$ cat src/rtl/frame_key_scheduler_if.sv
// frame_key_scheduler_if: host seed valid/ready handshake into the key scheduler
interface frame_key_scheduler_if #(
    parameter int KEY_W = 12
);
    logic [KEY_W-1:0] seed_in;
    logic             seed_valid;
    logic             seed_ready;
    logic             seed_rejected;

    modport master (output seed_in, seed_valid, input seed_ready, seed_rejected);
    modport slave  (input seed_in, seed_valid, output seed_ready, seed_rejected);
endinterface

$ cat src/rtl/frame_key_scheduler.sv
// frame_key_scheduler: per-frame LFSR reseed control with host seed holding register and frame timing checks
module frame_key_scheduler #(
    parameter int               KEY_W           = 12,
    parameter logic [KEY_W-1:0] DEFAULT_SEED    = 12'hACE,
    parameter int               LINES_PER_FRAME = 480,
    parameter int               LINE_W          = 10,
    parameter int               EPOCH_W         = 8
) (
    input  logic                       clk,
    input  logic                       reset,
    input  logic                       enable,
    input  logic                       i_vsync,
    input  logic                       i_href,
    frame_key_scheduler_if.slave       seed_bus,
    output logic                       lfsr_load,
    output logic [KEY_W-1:0]           lfsr_seed,
    output logic [EPOCH_W-1:0]         key_epoch,
    output logic [LINE_W-1:0]          line_count,
    output logic                       locked,
    output logic                       frame_err,
    output logic                       sync_err
);
    typedef enum logic [1:0] {IDLE, SYNC, LOAD, ACTIVE} state_t;

    state_t           state, state_nx;
    logic             vs_q, href_q, pend_full;
    logic [KEY_W-1:0] pend_seed;
    logic             vs_fall, href_rise, boundary, xfer, watching;

    assign vs_fall   = vs_q & ~i_vsync;
    assign href_rise = ~href_q & i_href;
    assign watching  = (state == SYNC) || (state == ACTIVE);
    assign boundary  = enable & vs_fall & watching;
    assign xfer      = seed_bus.seed_valid & ~pend_full;
    assign seed_bus.seed_ready = ~pend_full;

    // next state: disable wins, then a frame boundary, then the fixed IDLE->SYNC and LOAD->ACTIVE steps
    always_comb
        state_nx = !enable ? IDLE : boundary ? LOAD : (state == IDLE) ? SYNC : (state == LOAD) ? ACTIVE : state;

    // registered copies of the sync inputs for edge detection
    always_ff @(posedge clk or negedge reset) begin
        if (!reset) begin
            vs_q   <= 1'b0;
            href_q <= 1'b0;
        end else begin
            vs_q   <= i_vsync;
            href_q <= i_href;
        end
    end

    // FSM with registered reseed pulse, lock flag and frame timing checks
    always_ff @(posedge clk or negedge reset) begin
        if (!reset) begin
            state      <= IDLE;
            lfsr_load  <= 1'b0;
            locked     <= 1'b0;
            line_count <= '0;
            frame_err  <= 1'b0;
            sync_err   <= 1'b0;
        end else begin
            state     <= state_nx;
            lfsr_load <= state_nx == LOAD;
            locked    <= state_nx == ACTIVE;
            frame_err <= boundary && state == ACTIVE && line_count != LINE_W'(LINES_PER_FRAME);
            if (boundary)
                line_count <= '0;
            else if (enable && state == ACTIVE && href_rise && line_count != '1)
                line_count <= line_count + 1'b1;
            sync_err <= enable & (sync_err | (watching & i_href & i_vsync));
        end
    end

    // one-entry seed holding register; a held seed is committed only when entering LOAD
    always_ff @(posedge clk or negedge reset) begin
        if (!reset) begin
            pend_full              <= 1'b0;
            pend_seed              <= '0;
            lfsr_seed              <= DEFAULT_SEED;
            key_epoch              <= '0;
            seed_bus.seed_rejected <= 1'b0;
        end else begin
            seed_bus.seed_rejected <= xfer & (seed_bus.seed_in == '0);
            if (boundary && pend_full) begin
                lfsr_seed <= pend_seed;
                key_epoch <= key_epoch + 1'b1;
                pend_full <= 1'b0;
            end else if (xfer && seed_bus.seed_in != '0) begin
                pend_seed <= seed_bus.seed_in;
                pend_full <= 1'b1;
            end
        end
    end
endmodule

$ cat src/flat_wrapper.sv
// flat-port wrapper written by rule: the top's interface ports become plain ports
module frame_key_scheduler_flat 
#(
    parameter int               KEY_W           = 12,
    parameter logic [KEY_W-1:0] DEFAULT_SEED    = 12'hACE,
    parameter int               LINES_PER_FRAME = 480,
    parameter int               LINE_W          = 10,
    parameter int               EPOCH_W         = 8
)
  (clk, reset, enable, i_vsync, i_href, lfsr_load, lfsr_seed, key_epoch, line_count, locked, frame_err, sync_err, seed_bus_seed_in, seed_bus_seed_valid, seed_bus_seed_ready, seed_bus_seed_rejected);
  frame_key_scheduler_if #(.KEY_W(KEY_W)) seed_bus_i ();
  input  logic clk;
  input  logic reset;
  input  logic enable;
  input  logic i_vsync;
  input  logic i_href;
  output logic lfsr_load;
  output logic [KEY_W-1:0] lfsr_seed;
  output logic [EPOCH_W-1:0] key_epoch;
  output logic [LINE_W-1:0] line_count;
  output logic locked;
  output logic frame_err;
  output logic sync_err;
  input wire logic [$bits(seed_bus_i.seed_in)-1:0] seed_bus_seed_in;
  input wire logic [$bits(seed_bus_i.seed_valid)-1:0] seed_bus_seed_valid;
  output wire logic [$bits(seed_bus_i.seed_ready)-1:0] seed_bus_seed_ready;
  output wire logic [$bits(seed_bus_i.seed_rejected)-1:0] seed_bus_seed_rejected;
  assign seed_bus_i.seed_in = seed_bus_seed_in;
  assign seed_bus_i.seed_valid = seed_bus_seed_valid;
  assign seed_bus_seed_ready = seed_bus_i.seed_ready;
  assign seed_bus_seed_rejected = seed_bus_i.seed_rejected;
  frame_key_scheduler #(.KEY_W(KEY_W), .DEFAULT_SEED(DEFAULT_SEED), .LINES_PER_FRAME(LINES_PER_FRAME), .LINE_W(LINE_W), .EPOCH_W(EPOCH_W)) u_core (.clk(clk), .reset(reset), .enable(enable), .i_vsync(i_vsync), .i_href(i_href), .seed_bus(seed_bus_i), .lfsr_load(lfsr_load), .lfsr_seed(lfsr_seed), .key_epoch(key_epoch), .line_count(line_count), .locked(locked), .frame_err(frame_err), .sync_err(sync_err));
endmodule
$ cat config.mk
export PLATFORM = sky130hd
export DESIGN_NAME = frame_key_scheduler_flat
export DESIGN_NICKNAME = d
export VERILOG_FILES = /design/src/rtl/frame_key_scheduler_if.sv /design/src/rtl/frame_key_scheduler.sv /design/src/flat_wrapper.sv
export SDC_FILE = /design/constraint.sdc
export NUM_CORES = 1
export LEC_CHECK = 0
export CAP_MARGIN = 20
export CORE_ASPECT_RATIO = 0.9
export CORE_UTILIZATION = 35
export CTS_BUF_LIST = sky130_fd_sc_hd__clkbuf_8
export CTS_CLUSTER_DIAMETER = 200
export DETAILED_ROUTE_END_ITERATION = 8
export GPL_ROUTABILITY_DRIVEN = 0
export HOLD_SLACK_MARGIN = 0.05
export PLACE_DENSITY = 0.65
export SYNTH_ARGS = -nofsm -noshare
export SYNTH_HDL_FRONTEND = slang
export SYNTH_SLANG_ARGS = --single-unit
export TNS_END_PERCENT = 20
$ cat constraint.sdc
create_clock -name clk -period 4.3 [get_ports clk]
set_input_delay 0.86 -clock clk [delete_from_list [all_inputs] [get_ports clk]]
set_output_delay 0.86 -clock clk [all_outputs]
set_load 0.03 [all_outputs]
Word-level counts from Yosys, hierarchy flattened --
Index checks and enable logic that the tools add are counted.
Word-level totals: register bits after elaboration 52, bits of input ports 18, output and inout bits 36, word-level logic and storage cells 58
Operators by class: $add $sub $neg 2, eq/ne operators 7, mux-type cells 8, bitwise operators 14, reductions and logical operators 14
Operators by type and width (count):
- $mux 10 | 2
- $logic_not 12->1 | 1
- $reduce_bool 12->1 | 1
- $add 10x1->10 const B | 1
- $ne 10x10->1 const B | 1
- $ne 10x9->1 const B | 1
- $and 1x1->1 | 9
- $add 8x1->8 const B | 1
- $eq 2x2->1 const B | 4
- $mux 2 | 4
- $logic_and 1x1->1 | 7
- $not 1->1 | 4
- $reduce_bool 2->1 | 2
- $eq 2x1->1 const B | 1
- $logic_not 2->1 | 1
- $mux 1 | 2
- $reduce_and 2->1 | 1
- $logic_or 1x1->1 | 1
- $or 1x1->1 | 1

Longest topological paths before layout --
Gate-level depths: netlist of the first run.
word-level depth 7, mapped depth 6, mapped depth without buffers 5

Least setup slack after synthesis of the first run --
No wires, ideal clock.
kind input-to-reg, start input port i_href, end register u_core.line_count[3], setup time 0.078 ns, data arrival time 1.894 ns, required time 4.222 ns, slack 2.328 ns, stages on the path 5, buffers on the path 1, path through nand4_4 > or2_0 > clkbuf_2 > or4_1 > a21oi_1
Between the ends: cells in the longest elaborated chain, start to end 4
RTL lines:
- start: declaration | RTL line flat_wrapper.sv:16 | input logic i_href;
- $and 1x1->1 | RTL line frame_key_scheduler.sv:31 | assign href_rise = ~href_q & i_href;
- $logic_and 1x1->1 (2 in a row) | RTL line frame_key_scheduler.sv:68 | else if (enable && state == ACTIVE && href_rise && line_count != '1)
- $reduce_bool 2->1 (no line)
- end signal: assignment | RTL line frame_key_scheduler.sv:69 | line_count <= line_count + 1'b1;
- end: declaration | RTL line frame_key_scheduler.sv:18 | output logic [LINE_W-1:0] line_count,
Every way passes these cells. A chain may end at the register's enable or synchronous reset.

Worst setup path after layout of the first run --
start input port enable, end register u_core.key_epoch[0]
Between the ends: cells in the longest elaborated chain, start to end 3
RTL lines:
- start: declaration | RTL line flat_wrapper.sv:14 | input logic enable;
- $and 1x1->1 (2 in a row) | RTL line frame_key_scheduler.sv:33 | assign boundary = enable & vs_fall & watching;
- $logic_and 1x1->1 | RTL line frame_key_scheduler.sv:84 | if (boundary && pend_full) begin
- end signal: assignment | RTL line frame_key_scheduler.sv:86 | key_epoch <= key_epoch + 1'b1;
- end: declaration | RTL line frame_key_scheduler.sv:17 | output logic [EPOCH_W-1:0] key_epoch,
Every way passes these cells.

==> results of run 1 <==
-- registers in the layout, indices dropped and copies added, names as in the netlist --
| signal | flops |
|---|---|
| u_core.frame_err | 1 |
| u_core.href_q | 1 |
| u_core.key_epoch | 8 |
| u_core.lfsr_load | 1 |
| u_core.lfsr_seed | 12 |
| u_core.line_count | 10 |
| u_core.locked | 1 |
| u_core.pend_full | 1 |
| u_core.pend_seed | 12 |
| u_core.seed_bus.seed_rejected | 1 |
| u_core.state | 2 |
| u_core.sync_err | 1 |
| u_core.vs_q | 1 |
-- power groups by stage --
stage          registers [W]  clock network, W  logic (W)
2_1_floorplan       0.000859                 0   0.000163
3_3_place_gp        0.000742                 0   0.000495
3_5_place_dp        0.000740                 0   0.000504
4_1_cts             0.000733          0.000271   0.000506
5_1_grt             0.000749          0.000294   0.000536
6_report            0.000732          0.000260   0.000499
-- layer usage --
metal / routed length (microns) / vias up / track usage [%] / share of wire (%)
li1: - / 815 / - / -
met4: 70 / 0 / 5.00 / 1.5
met1: 2280 / 844 / 21.1 / 48
met5: 0 / - / 0 / 0
met2: 2200 / 35 / 22.8 / 47
met3: 152 / 8 / 3.34 / 3.2
-- final cells by class --
type | count | area [sq um]
flip-flops and latches | 52 | 1310
well taps | 87 | 109
clock buffers | 5 | 68.8
inverters | 4 | 15.0
clock inverters | 3 | 12.5
repair buffers | 56 | 548
fillers | 573 | 3190
multi-input cells | 140 | 858
-- worst reg2reg max path, cell delays in order (launching register included) --
cell and delay, ns:
dfrtp_1 0.42, nand4b_1 0.30, inv_1 0.45, nand2_1 0.44, xnor2_1 0.24
-- synthesized netlist by cell type --
master	number	area, sq um
a211oi_1	1	7.51
a21o_1	1	7.51
a21oi_1	6	30.0
a311oi_1	1	8.76
a31oi_1	4	25.0
a41o_1	1	10.0
and2_1	2	12.5
and3_1	4	25.0
and4_1	1	8.76
buf_1	1	3.75
buf_2	2	10.0
clkbuf_1	1	3.75
clkbuf_2	1	5.00
dfrtp_1	45	1130
dfstp_2	7	184
ha_1	3	37.5
inv_1	4	15.0
mux2_2	12	135
nand2_1	49	184
nand3_1	8	40.0
nand3b_1	1	7.51
nand4_1	5	31.3
nand4_4	1	21.3
nand4b_1	1	8.76
nor2_1	8	30.0
nor2b_1	3	18.8
nor3_1	3	15.0
nor4_1	4	25.0
nor4_2	2	25.0
o21a_1	1	7.51
o21ai_0	3	15.0
o31ai_1	2	15.0
o41ai_1	1	8.76
or2_0	1	6.26
or2_2	1	6.26
or3_1	1	6.26
or4_1	1	7.51
or4b_1	1	10.0
xnor2_1	5	43.8
xor2_1	2	17.5
-- logic make-up (layout without fill, tap and decap cells) --
family | after synthesis | after routing | synth area share (%)
AND/OR/NAND/NOR | 97 | 97 | 22.2
multiplexers | 12 | 12 | 6.13
buffers and inverters | 9 | 68 | 1.70
XOR/XNOR | 7 | 7 | 2.78
adder cells (fa/ha/maj) | 3 | 3 | 1.70
AO/OA/AOI/OAI | 21 | 21 | 6.13
flip-flops | 52 | 52 | 59.4
-- through the flow --
stage | power, W | cell area (sq um) | utilization (%)
after floorplan | 0.00102 | 2210 | -
after global placement | 0.00124 | 2840 | 46.4
final | 0.00149 | 2920 | 47.8
after detailed placement | 0.00124 | 2840 | 46.4
after CTS | 0.00151 | 2920 | 47.8
after global routing | 0.00158 | 2920 | 47.8
-- worst max path at each step --
stage / from / end / slack [ns] / cells past startpoint
2_1_floorplan: i_href / u_core.line_count[3] / 2.33 / 5
3_3_place_gp: enable / u_core.key_epoch[0] / 1.34 / 5
3_5_place_dp: enable / u_core.key_epoch[0] / 1.26 / 5
4_1_cts: enable / u_core.key_epoch[0] / 1.58 / 5
5_1_grt: enable / u_core.lfsr_seed[5] / 1.40 / 6
6_report: enable / u_core.key_epoch[0] / 1.59 / 5
==> flow_metrics.tcl, run 1 <==
set metrics [dict create \
    fin_nets 280 \
    diodes 0 \
    clock_tree.root_cell "clkbuf_8" \
    required_ns 4.48 \
    finalNonFillerCells 347 \
    timing.hold.ws_ns 0.463 \
    mostFrequentLayoutCells "clkdlybuf4s50_1 (52), nand2_1 (49), dfrtp_1 (45), mux2_2 (12)" \
    route.vias.total 1702 \
    yosysWarnings 0 \
    dieArea_sq_um 6620 \
    final_common_cell "clkdlybuf4s50_1" \
    mappedNetlistNets 222 \
    path_class "in2reg" \
    synth.distinct_cells 40 \
    grt_pass1_wl_microns 7730 \
    slowest_delay_ns 0.58 \
    drv_cap 0 \
    dp_worst_setup_slack_ns 1.26 \
    yosys_register_bits 52 \
    pwr-share-seq_pct 49.1 \
    hp-class "reg2reg" \
    rr_startpoint "u_core.state[0]" \
    r2r_end "u_core.key_epoch[0]" \
    rsz0062_at_grt "false" \
    endpoint_kind "flop" \
    crit_family "buffers and inverters" \
    peakVddDrop_uv 275 \
    cts.repair.resized 0 \
    die_x_microns 85.7 \
    cp_data_arrival_time_ns 2.88 \
    fin_crit_ns 2.71 \
    holdPathEnd "u_core.lfsr_seed[6]" \
    path_cells "clkdlybuf4s50_1, nand4b_1, inv_1, nand2_1, xnor2_1" \
    path_clk_slew_ns 0.09 \
    wl_microns 4700 \
    p_clk_share_pct 17.4 \
    ant_nets 0 \
    fin_setup_tns_ns 0 \
    hold_depth 2 \
    hold_buffers 0 \
    area.growth.synth_to_final_pct 32.4 \
    power_switching_w 0.000509 \
    crit_slowest_cell "clkdlybuf4s50_1" \
    dr.pass1.iters 4 \
    power.leakage_nw 1.26 \
    layout-drive-gt1-share_pct 12.7 \
    cts_made_buffers 5 \
    critPathBufInv 2 \
    slew_viol_final 0 \
    reg2reg_depth 4 \
    yosysSeqAreaShare_pct 59.4 \
    internal_power_w 0.000982 \
    dieHeight_microns 77.3 \
    track_usage_pct 15.0 \
    row_count 27 \
    drc 0 \
    htree_levels 2 \
    status "complete, no violations" \
    hold_violations 0 \
    slew-limit-headroom_pct 51.2 \
    grt_pass1_vias 1616 \
    antenna_found_initial 0 \
    power.density_nw_per_um2 510 \
    swShare_pct 34.1 \
    reg2reg_setup_slack_ns 2.33 \
    crit_path_start_kind "primary input" \
    wl_per_cell_microns 13.6 \
    cts_tree "yes" \
    syn_area_sq_um 2210 \
    clock.fmax_mhz 369 \
    core_sq_um 6110 \
    max_slew.worst_pin.slew_ns 0.731 \
    timing.final.ws_setup_ns 1.59 \
    io_pins 54 \
    viasPerCell 4.90 \
    syn_area_per_cell_sq_um 11.0 \
    syn_inst 201 \
    dp_cells 339 \
    cts_sinks 52 \
    dp_hpwl_microns 3380 \
    start_util_pct 36.1 \
    drt_iter0_markers 113 \
    crit_fanout 14 \
    overflow 0 \
    portBuffers 53 \
    clockBufferDepth 2 \
    cts_setup_buffers 0 \
    holdCritStartpoint "u_core.lfsr_seed[6]" \
    insertion_delay_ns 0.30 \
    period_share_pct 63.0 \
    skew_ns 0.00477 \
    setup_viol 0 \
    p_comb_share_pct 33.5 \
    grt_max_degree 33 \
]
Note: power is estimated with default switching activity, not from simulation.
==> run 2, diff against run 1 <==
Settings changed: PLACE_DENSITY 0.65 to 0.67.
Clock period 4.3 ns to 2.4 ns, I/O delays scaled along.
==> flow_metrics.tcl, run 2 (synthesis results as in run 1) <==
set metrics [dict create \
    track_usage_pct 14.4 \
    grt_pass1_vias 1574 \
    p_clk_share_pct 26.7 \
    required_ns 2.59 \
    nFillCells 588 \
    path_clk_slew_ns 0.09 \
    slowest_delay_ns 0.82 \
    cts_setup_buffers 0 \
    clockBufferDepth 2 \
    crit_family "simple AND/OR/NAND/NOR gates" \
    viasPerCell 4.82 \
    status "complete, no violations" \
    crit_path_start_kind "primary input" \
    power.density_nw_per_um2 990 \
    die_x_microns 85.7 \
    cts_made_buffers 5 \
    rsz0062_at_grt "false" \
    dieHeight_microns 77.3 \
    fin_setup_tns_ns 0 \
    fin_crit_ns 2.19 \
    slew_viol_final 0 \
    diodes 0 \
    power.leakage_nw 1.30 \
    skew_ns 0.00704 \
    slew-limit-headroom_pct 30.5 \
    cts_tree "yes" \
    path_class "in2reg" \
    power_switching_w 0.000910 \
    hold_violations 0 \
    internal_power_w 0.00208 \
    critPathBufInv 1 \
    dp_hpwl_microns 3230 \
    swShare_pct 30.4 \
    dieArea_sq_um 6620 \
    reg2reg_setup_slack_ns 0.46 \
    route.vias.total 1686 \
    ant_nets 0 \
    reg2reg_depth 4 \
    multi_input_area_sq_um 858 \
    area.growth.synth_to_final_pct 37.0 \
    pwr-share-seq_pct 43.6 \
    drt_iter0_markers 105 \
    drc 0 \
    cts.repair.resized 0 \
    p_comb_share_pct 29.7 \
    row_count 27 \
    critPathCapture "u_core.pend_seed[9]" \
    core_sq_um 6110 \
    overflow 0 \
    htree_levels 2 \
    wl_microns 4480 \
    hp-class "in2async" \
    wl_per_cell_microns 12.8 \
    path_cells "clkdlybuf4s50_1, nor4_1, nand3_1, nor2b_1, mux2_2" \
    setup_viol 0 \
    clock_tree.root_cell "clkbuf_8" \
    antenna_found_initial 0 \
    max_slew.worst_pin.slew_ns 1.04 \
    clock.fmax_mhz 457 \
    cp_num_cells 5 \
    rr_startpoint "u_core.pend_full" \
    reg_top3 "u_core.lfsr_seed: 12 flops, u_core.pend_seed: 12 flops, u_core.line_count: 10 flops" \
    timing.final.ws_setup_ns 0.211 \
    peakVddDrop_uv 515 \
    start_util_pct 36.1 \
    io_pins 54 \
    grt_pass1_wl_microns 7440 \
    dr.pass1.iters 4 \
    crit_fanout 13 \
    drv_cap 0 \
    layout-drive-gt1-share_pct 14.4 \
    final_common_cell "clkdlybuf4s50_1" \
    cp_data_arrival_time_ns 2.38 \
    seq_area_sq_um 1310 \
    power_w 0.00299 \
    dp_worst_setup_slack_ns -0.115 \
    fin_area_sq_um 3020 \
    grt_max_degree 53 \
    r2r_end "u_core.pend_seed[9]" \
    crit_path_start "seed_bus_seed_in[6]" \
    insertion_delay_ns 0.30 \
    mostFrequentLayoutCells "clkdlybuf4s50_1 (52), nand2_1 (49), dfrtp_1 (45), mux2_2 (12)" \
    cts_sinks 52 \
    fin_nets 283 \
    place_area_sq_um 2860 \
    hold_buffers 0 \
    crit_slowest_cell "nor2b_1" \
    portBuffers 53 \
    endpoint_kind "flop" \
    period_share_pct 91.2 \
]
[run 2: cell count changes in the layout (fill, tap and decap cells not counted)]
cell	before	now
bufinv_16	0	3
clkinv_2	1	0
inv_1	6	4
buf_4	3	6
[run 2: layout make-up]
type | instances | area share, %
Sequential cell | 52 | 43.4
Tap cell | 87 | 3.60
Clock inverter | 3 | 2.98
Multi-Input combinational cell | 140 | 28.4
Timing Repair Buffer | 59 | 18.9
Clock buffer | 5 | 2.28
Inverter | 4 | 0.497
[run 2: power groups by stage]
stage               sequential (W)  clock, W  combinational [W]
floorplan                  0.00154         0           0.000292
global placement           0.00132         0           0.000879
detailed placement         0.00132         0           0.000895
CTS                        0.00131  0.000829           0.000899
global route               0.00134  0.000872           0.000949
finish                     0.00130  0.000800           0.000887
[run 2: stage by stage]
stage | std cells | utilization [%] | hold WS, ns
4_1_cts | 350 | 49.4 | 0.302
3_5_place_dp | 342 | 46.8 | 0.449
6_report | 350 | 49.4 | 0.275
2_1_floorplan | 201 | - | 0.184
3_3_place_gp | 342 | 46.8 | 0.448
5_1_grt | 350 | 49.4 | 0.335
[run 2: worst register-to-register path, cell delays in order, from the launching register on]
cell     delay [ns]
dfrtp_1        0.43
inv_1          0.11
nand2_1        0.07
nor2b_1        0.80
mux2_2         0.43
[run 2: metal layers]
| layer | share of wire, % | global-route usage [%] | vias up |
|---|---|---|---|
| met2 | 48 | 22.6 | 34 |
| li1 | - | - | 830 |
| met5 | 0 | 0 | - |
| met1 | 48 | 20.2 | 820 |
| met3 | 3.7 | 3.44 | 2 |
| met4 | 0.16 | 3.50 | 0 |
[run 2: how the worst min path moves through the flow]
| stage | depth (start not counted) | end | slack (ns) |
|---|---|---|---|
| floorplan | 0 | u_core.frame_err | 0.18 |
| global route | 2 | u_core.lfsr_seed[8] | 0.33 |
| global placement | 2 | u_core.lfsr_seed[6] | 0.45 |
| finish | 2 | u_core.lfsr_seed[5] | 0.28 |
| CTS | 2 | u_core.lfsr_seed[8] | 0.30 |
| detailed placement | 2 | u_core.lfsr_seed[7] | 0.45 |
